**src/rtl/serial_cmp_pkg.sv**
```systemverilog
// -----------------------------------------------------------------------------
// serial_cmp_pkg
// Shared types and defaults for the bit-serial equality checker.
//   state_t   : controller states (IDLE, SHIFT, DONE), 2-bit encoding
//   N_DEFAULT : default operand width in bits
// -----------------------------------------------------------------------------
package serial_cmp_pkg;

  localparam int N_DEFAULT = 8;

  typedef enum logic [1:0] {
    IDLE  = 2'd0,
    SHIFT = 2'd1,
    DONE  = 2'd2
  } state_t;

endpackage : serial_cmp_pkg

```
**src/rtl/bit_match.sv**
```systemverilog
// -----------------------------------------------------------------------------
// bit_match
// Per-bit XNOR stage: m is high when the two operand bits agree.
//   a, b : operand bits
//   m    : match flag, ~(a ^ b)
// -----------------------------------------------------------------------------
module bit_match (
  input  logic a,
  input  logic b,
  output logic m
);

  assign m = ~(a ^ b);

endmodule : bit_match

```
**src/rtl/serial_eq_cmp.sv**
```systemverilog
// -----------------------------------------------------------------------------
// serial_eq_cmp
// Bit-serial equality checker. Two N-bit operands arrive LSB first, one bit
// pair per clock, starting in the cycle start is accepted. After N bits the
// block pulses done and presents word equality, the mismatch count and the
// index of the lowest differing bit. Results hold until the next start.
//
// Ports:
//   clk          : rising-edge clock
//   reset        : synchronous, active-high reset
//   start        : begin a comparison (bit 0 sampled in the same cycle)
//   a_bit, b_bit : serial operand bits
//   busy         : comparison in progress (state != IDLE)
//   done         : one-cycle pulse, results valid from this cycle onward
//   eq           : all N bit pairs matched
//   mismatch_cnt : number of differing bit positions (0..N)
//   first_diff   : index of lowest differing bit, 0 when none differ
//   diff_found   : at least one mismatch seen
// -----------------------------------------------------------------------------
module serial_eq_cmp
  import serial_cmp_pkg::*;
#(
  parameter  int N  = N_DEFAULT,
  localparam int CW = $clog2(N + 1),
  localparam int IW = $clog2(N)
) (
  input  logic          clk,
  input  logic          reset,
  input  logic          start,
  input  logic          a_bit,
  input  logic          b_bit,
  output logic          busy,
  output logic          done,
  output logic          eq,
  output logic [CW-1:0] mismatch_cnt,
  output logic [IW-1:0] first_diff,
  output logic          diff_found
);

  localparam logic [IW-1:0] LAST_IDX = IW'(N - 1);

  // Registered state
  state_t          state;
  logic [IW-1:0]   idx;
  logic            eq_acc;

  // Next-state values
  state_t          state_n;
  logic [IW-1:0]   idx_n;
  logic            eq_acc_n;
  logic            eq_n;
  logic            done_n;
  logic            busy_n;
  logic [CW-1:0]   cnt_n;
  logic [IW-1:0]   first_n;
  logic            found_n;

  logic            m;

  bit_match u_bit_match (
    .a (a_bit),
    .b (b_bit),
    .m (m)
  );

  always_comb begin
    // NOTE: every signal written here gets a default first, so no path
    // through the case leaves one unassigned and no latch is inferred.
    state_n  = state;
    idx_n    = idx;
    eq_acc_n = eq_acc;
    eq_n     = eq;
    cnt_n    = mismatch_cnt;
    first_n  = first_diff;
    found_n  = diff_found;

    unique case (state)
      IDLE: begin
        if (start) begin
          eq_acc_n = m;
          cnt_n    = CW'(~m);
          found_n  = ~m;
          first_n  = '0;
          idx_n    = IW'(1);
          state_n  = SHIFT;
        end
      end

      SHIFT: begin
        eq_acc_n = eq_acc & m;
        cnt_n    = mismatch_cnt + CW'(~m);
        // Only the lowest differing index is kept; later mismatches just count.
        if (!m && !diff_found) begin
          first_n = idx;
          found_n = 1'b1;
        end
        if (idx == LAST_IDX) begin
          // eq is latched as the final bit is folded in so it is already
          // valid in the cycle done is high.
          eq_n    = eq_acc & m;
          idx_n   = '0;
          state_n = DONE;
        end else begin
          idx_n = idx + IW'(1);
        end
      end

      DONE: begin
        state_n = IDLE;
      end

      default: begin
        state_n = IDLE;
      end
    endcase

    done_n = (state_n == DONE);
    busy_n = (state_n != IDLE);
  end

  // NOTE: sequential state uses non-blocking assignments so every flop
  // samples the pre-edge values, independent of statement order.
  always_ff @(posedge clk) begin
    if (reset) begin
      state        <= IDLE;
      idx          <= '0;
      eq_acc       <= 1'b0;
      eq           <= 1'b0;
      done         <= 1'b0;
      busy         <= 1'b0;
      mismatch_cnt <= '0;
      first_diff   <= '0;
      diff_found   <= 1'b0;
    end else begin
      state        <= state_n;
      idx          <= idx_n;
      eq_acc       <= eq_acc_n;
      eq           <= eq_n;
      done         <= done_n;
      busy         <= busy_n;
      mismatch_cnt <= cnt_n;
      first_diff   <= first_n;
      diff_found   <= found_n;
    end
  end

endmodule : serial_eq_cmp

```
**config.mk**
```make
export PLATFORM = sky130hd
export DESIGN_NAME = serial_eq_cmp
export DESIGN_NICKNAME = d
export VERILOG_FILES = /design/src/rtl/serial_cmp_pkg.sv /design/src/rtl/bit_match.sv /design/src/rtl/serial_eq_cmp.sv
export SDC_FILE = /design/constraint.sdc
export NUM_CORES = 1
export LEC_CHECK = 0
export ABC_CLOCK_PERIOD_IN_PS = 1700
export CAP_MARGIN = 20
export CORE_MARGIN = 2
export CORE_UTILIZATION = 47
export CTS_CLUSTER_DIAMETER = 30
export DETAILED_ROUTE_END_ITERATION = 8
export HOLD_SLACK_MARGIN = 0.03
export PLACE_DENSITY = 0.75
export SLEW_MARGIN = 20
export SYNTH_ARGS = -nofsm -noshare
export SYNTH_HDL_FRONTEND = slang
export SYNTH_HIERARCHICAL = 1
export SYNTH_SLANG_ARGS = --single-unit
```
**constraint.sdc**
```tcl
create_clock -name clk -period 1.7 [get_ports clk]
set_clock_uncertainty 0.15 [all_clocks]
set_input_delay 0.17 -clock clk [delete_from_list [all_inputs] [get_ports clk]]
set_output_delay 0.17 -clock clk [all_outputs]
set_load 0.1 [all_outputs]
```
==> results of run 1 <==
## path summary, 6_finish.rpt
kind	to	slack (ps)
worst max-delay path	mismatch_cnt[1]	140
worst min-delay path	eq_acc	350
worst max register to register	first_diff[2]	240
worst min register to register	eq_acc	350
## tightest hold or removal path, cell delays in order, from the launching register on
cell     delay [ps]
dfxtp_1         340
nand2_1          60
a21oi_1          60
## metrics by stage
stage,setup TNS (ps),setup slack [ps],util [%]
floorplan,-17.5,-17.5,-
global placement,-311,-105,70.1
detailed placement,-577,-145,70.1
CTS,0,168,71.9
global route,0,50.0,72.3
finish,0,144,72.3
## where the power goes
part	internal, mW	switching [mW]
clock	0.0874	0.128
sequential	0.424	0.0352
combinational	0.119	0.175
total	0.631	0.338
## cell type report
type                       instances  area (um^2)
clock buffer                       3         22.5
clock inverter                     1         5.00
fill                             105          418
inverter                           4         15.0
multi-input combinational         52          383
sequential                        17          345
tap                               16         20.0
timing repair buffer              20          298
## cell usage after synthesis (all sizes together) (2+ instances only)
| library cell | number |
|---|---|
| o21ai | 3 |
| a21oi | 3 |
| nor2 | 9 |
| buf | 2 |
| dfxtp | 17 |
| nor3 | 4 |
| ha | 4 |
| nand3b | 3 |
| mux2i | 2 |
| a211oi | 5 |
| a22o | 3 |
| nand2b | 3 |
| a22oi | 2 |
| inv | 4 |
## registers in the layout, indices dropped and copies added (netlist names)
signal,cells
first_diff,3
done,1
busy,1
diff_found,1
mismatch_cnt,4
eq,1
state,2
idx,3
eq_acc,1
## routing by layer
layer	wire [um]	part of all wire (%)	vias up	global-route usage, %
met5	0	0	-	0
met4	0	0	0	7.27
met3	45	3.1	0	4.17
met2	651	45	14	25.6
met1	738	51	294	23.0
li1	-	-	316	-
## cells by family (layout without fill, tap and decap cells)
kind of cell             Yosys count  in the layout  share of synthesized area (%)
multiplexers                       2              2                           2.68
AND/OR/NAND/NOR                   25             25                           20.3
AO/OA/AOI/OAI                     20             20                           19.8
adder cells (fa/ha/maj)            4              4                           6.70
buffers and inverters              7             28                           3.85
XOR/XNOR                           1              1                           1.17
flip-flops                        17             17                           45.6
## repair_timing
item                                    4_1_cts  5_1_grt
buffers inserted                              0        0
gates resized for setup                       0        1
endpoints found under the setup margin        0        1
hold buffers                                  0        0
==> qor.yml, run 1 <==
cts_max_path_buffers: 2
grt_setup_unrepaired: "false"
ys.flop_type: "dfxtp_1"
drv_slew: 0
hold_class: "flip-flop to flip-flop"
worstSetupPathType: "input port to flip-flop"
grt_pass1_wl_mm: 2.43
drtAntennaViolNets: 0
antenna_cells: 0
tightest_slew_ps: 394
via_count: 624
cts_tree: "yes"
max_freq_mhz: 643
row_count: 14
crit_chain: "clkdlybuf4s50_1 -> xnor2_1 -> inv_1 -> ha_1 -> inv_1 -> ha_1 -> a221oi_1"
synth_nets: 85
wl_mm: 1.44
place.port_buffers: 15
antenna_found_initial: 0
synthToLayoutAreaGrowth_pct: 45.7
grt_pass1_vias: 577
drive_gt1_share_pct: 30.9
grt_max_degree: 12
r2r-start: "state[0]"
hold_viol_final: 0
p_leak_nw: 0.437
mostFrequentLayoutCell: "dfxtp_1"
ys.warnings.count: 6
syn_area_um2: 747
min_path_cells: 2
min_period_ps: 1560
dp.cells: 109
hold_ws_ps: 351
cp_data_arrival_time_ps: 1600
layout_common_cells: "13 x dfxtp_1, 11 x buf_12, 9 x nor2_1"
synth_top_area_share_pct: 45.6
die_area_um2: 1920
clockRootBuffer: "clkbuf_4"
startpoint_type: "input port"
crit_fanout: 2
h-tree-depth: 1
overflow: 0
hp-start: "eq_acc"
end_kind: "flip-flop"
insertion_delay_ps: 290
crit_buf_inv: 3
cap_viol_max_count: 0
layout.nets: 107
cpLargestDelayFamily: "buffers and inverters"
ir_drop_uv: 560
synth_cells: 76
gp_congestion: 0.772
core_um2: 1510
clk_pin_slew_ps: 100
track_usage_pct: 17.0
io-pin-count: 16
ys_types: 28
drt_iter0_drc: 17
finalNonFillerCells: 113
numCtsBuffers: 3
fin_crit_sh_pct: 91.5
synth_area_leader_cell: "dfxtp_1"
total_power_mw: 0.969
remaining_drc_errors: 0
drt_first_pass_iters: 4
crit_required_ps: 1750
start_util_pct: 49.6
power_density_nw_per_um2: 890
synth_area_leaders: "dfxtp_1 46%, ha_1 6.7%, nor2_1 4.5%"
die_w_um: 43.9
synth.avg_cell_area_um2: 9.83
crit_cells: 7
ys_seq_area_share_pct: 45.6
setup_viol: 0
post_drt_wl_per_cell_um: 12.7
placed_area_um2: 1060
clock_sinks: 17
max_stage_delay_ps: 410
dieHeight_um: 43.9
dp_hpwl_mm: 1.09
synth_seq_cells: 17
async_flop_share_pct: 0
cp-startpoint: "b_bit"
synth-edff-count: 0
final_area_um2: 1090
crit_path_top_delay_cell: "clkdlybuf4s50_1"
via_per_inst: 5.52
reg2regPathDepth: 3
outcome: "completed"
max-slew-margin-rel_pct: 73.7
No activity file was read; power rests on OpenSTA's default activity.
==> run 2, diff against run 1 <==
--- a/config.mk
+++ b/config.mk
@@ -5,7 +5,6 @@
 export SDC_FILE = /design/constraint.sdc
 export NUM_CORES = 1
 export LEC_CHECK = 0
-export ABC_CLOCK_PERIOD_IN_PS = 1700
 export CAP_MARGIN = 20
 export CORE_MARGIN = 2
 export CORE_UTILIZATION = 47
==> results of run 2 <==
No change in the layout: final DEF, timing and power equal those of run 1.
==> run 3, diff against run 2 <==
--- a/config.mk
+++ b/config.mk
@@ -5,7 +5,6 @@
 export SDC_FILE = /design/constraint.sdc
 export NUM_CORES = 1
 export LEC_CHECK = 0
-export CAP_MARGIN = 20
 export CORE_MARGIN = 2
 export CORE_UTILIZATION = 47
 export CTS_CLUSTER_DIAMETER = 30
==> results of run 3 <==
No change in the layout: final DEF, timing and power equal those of run 1.
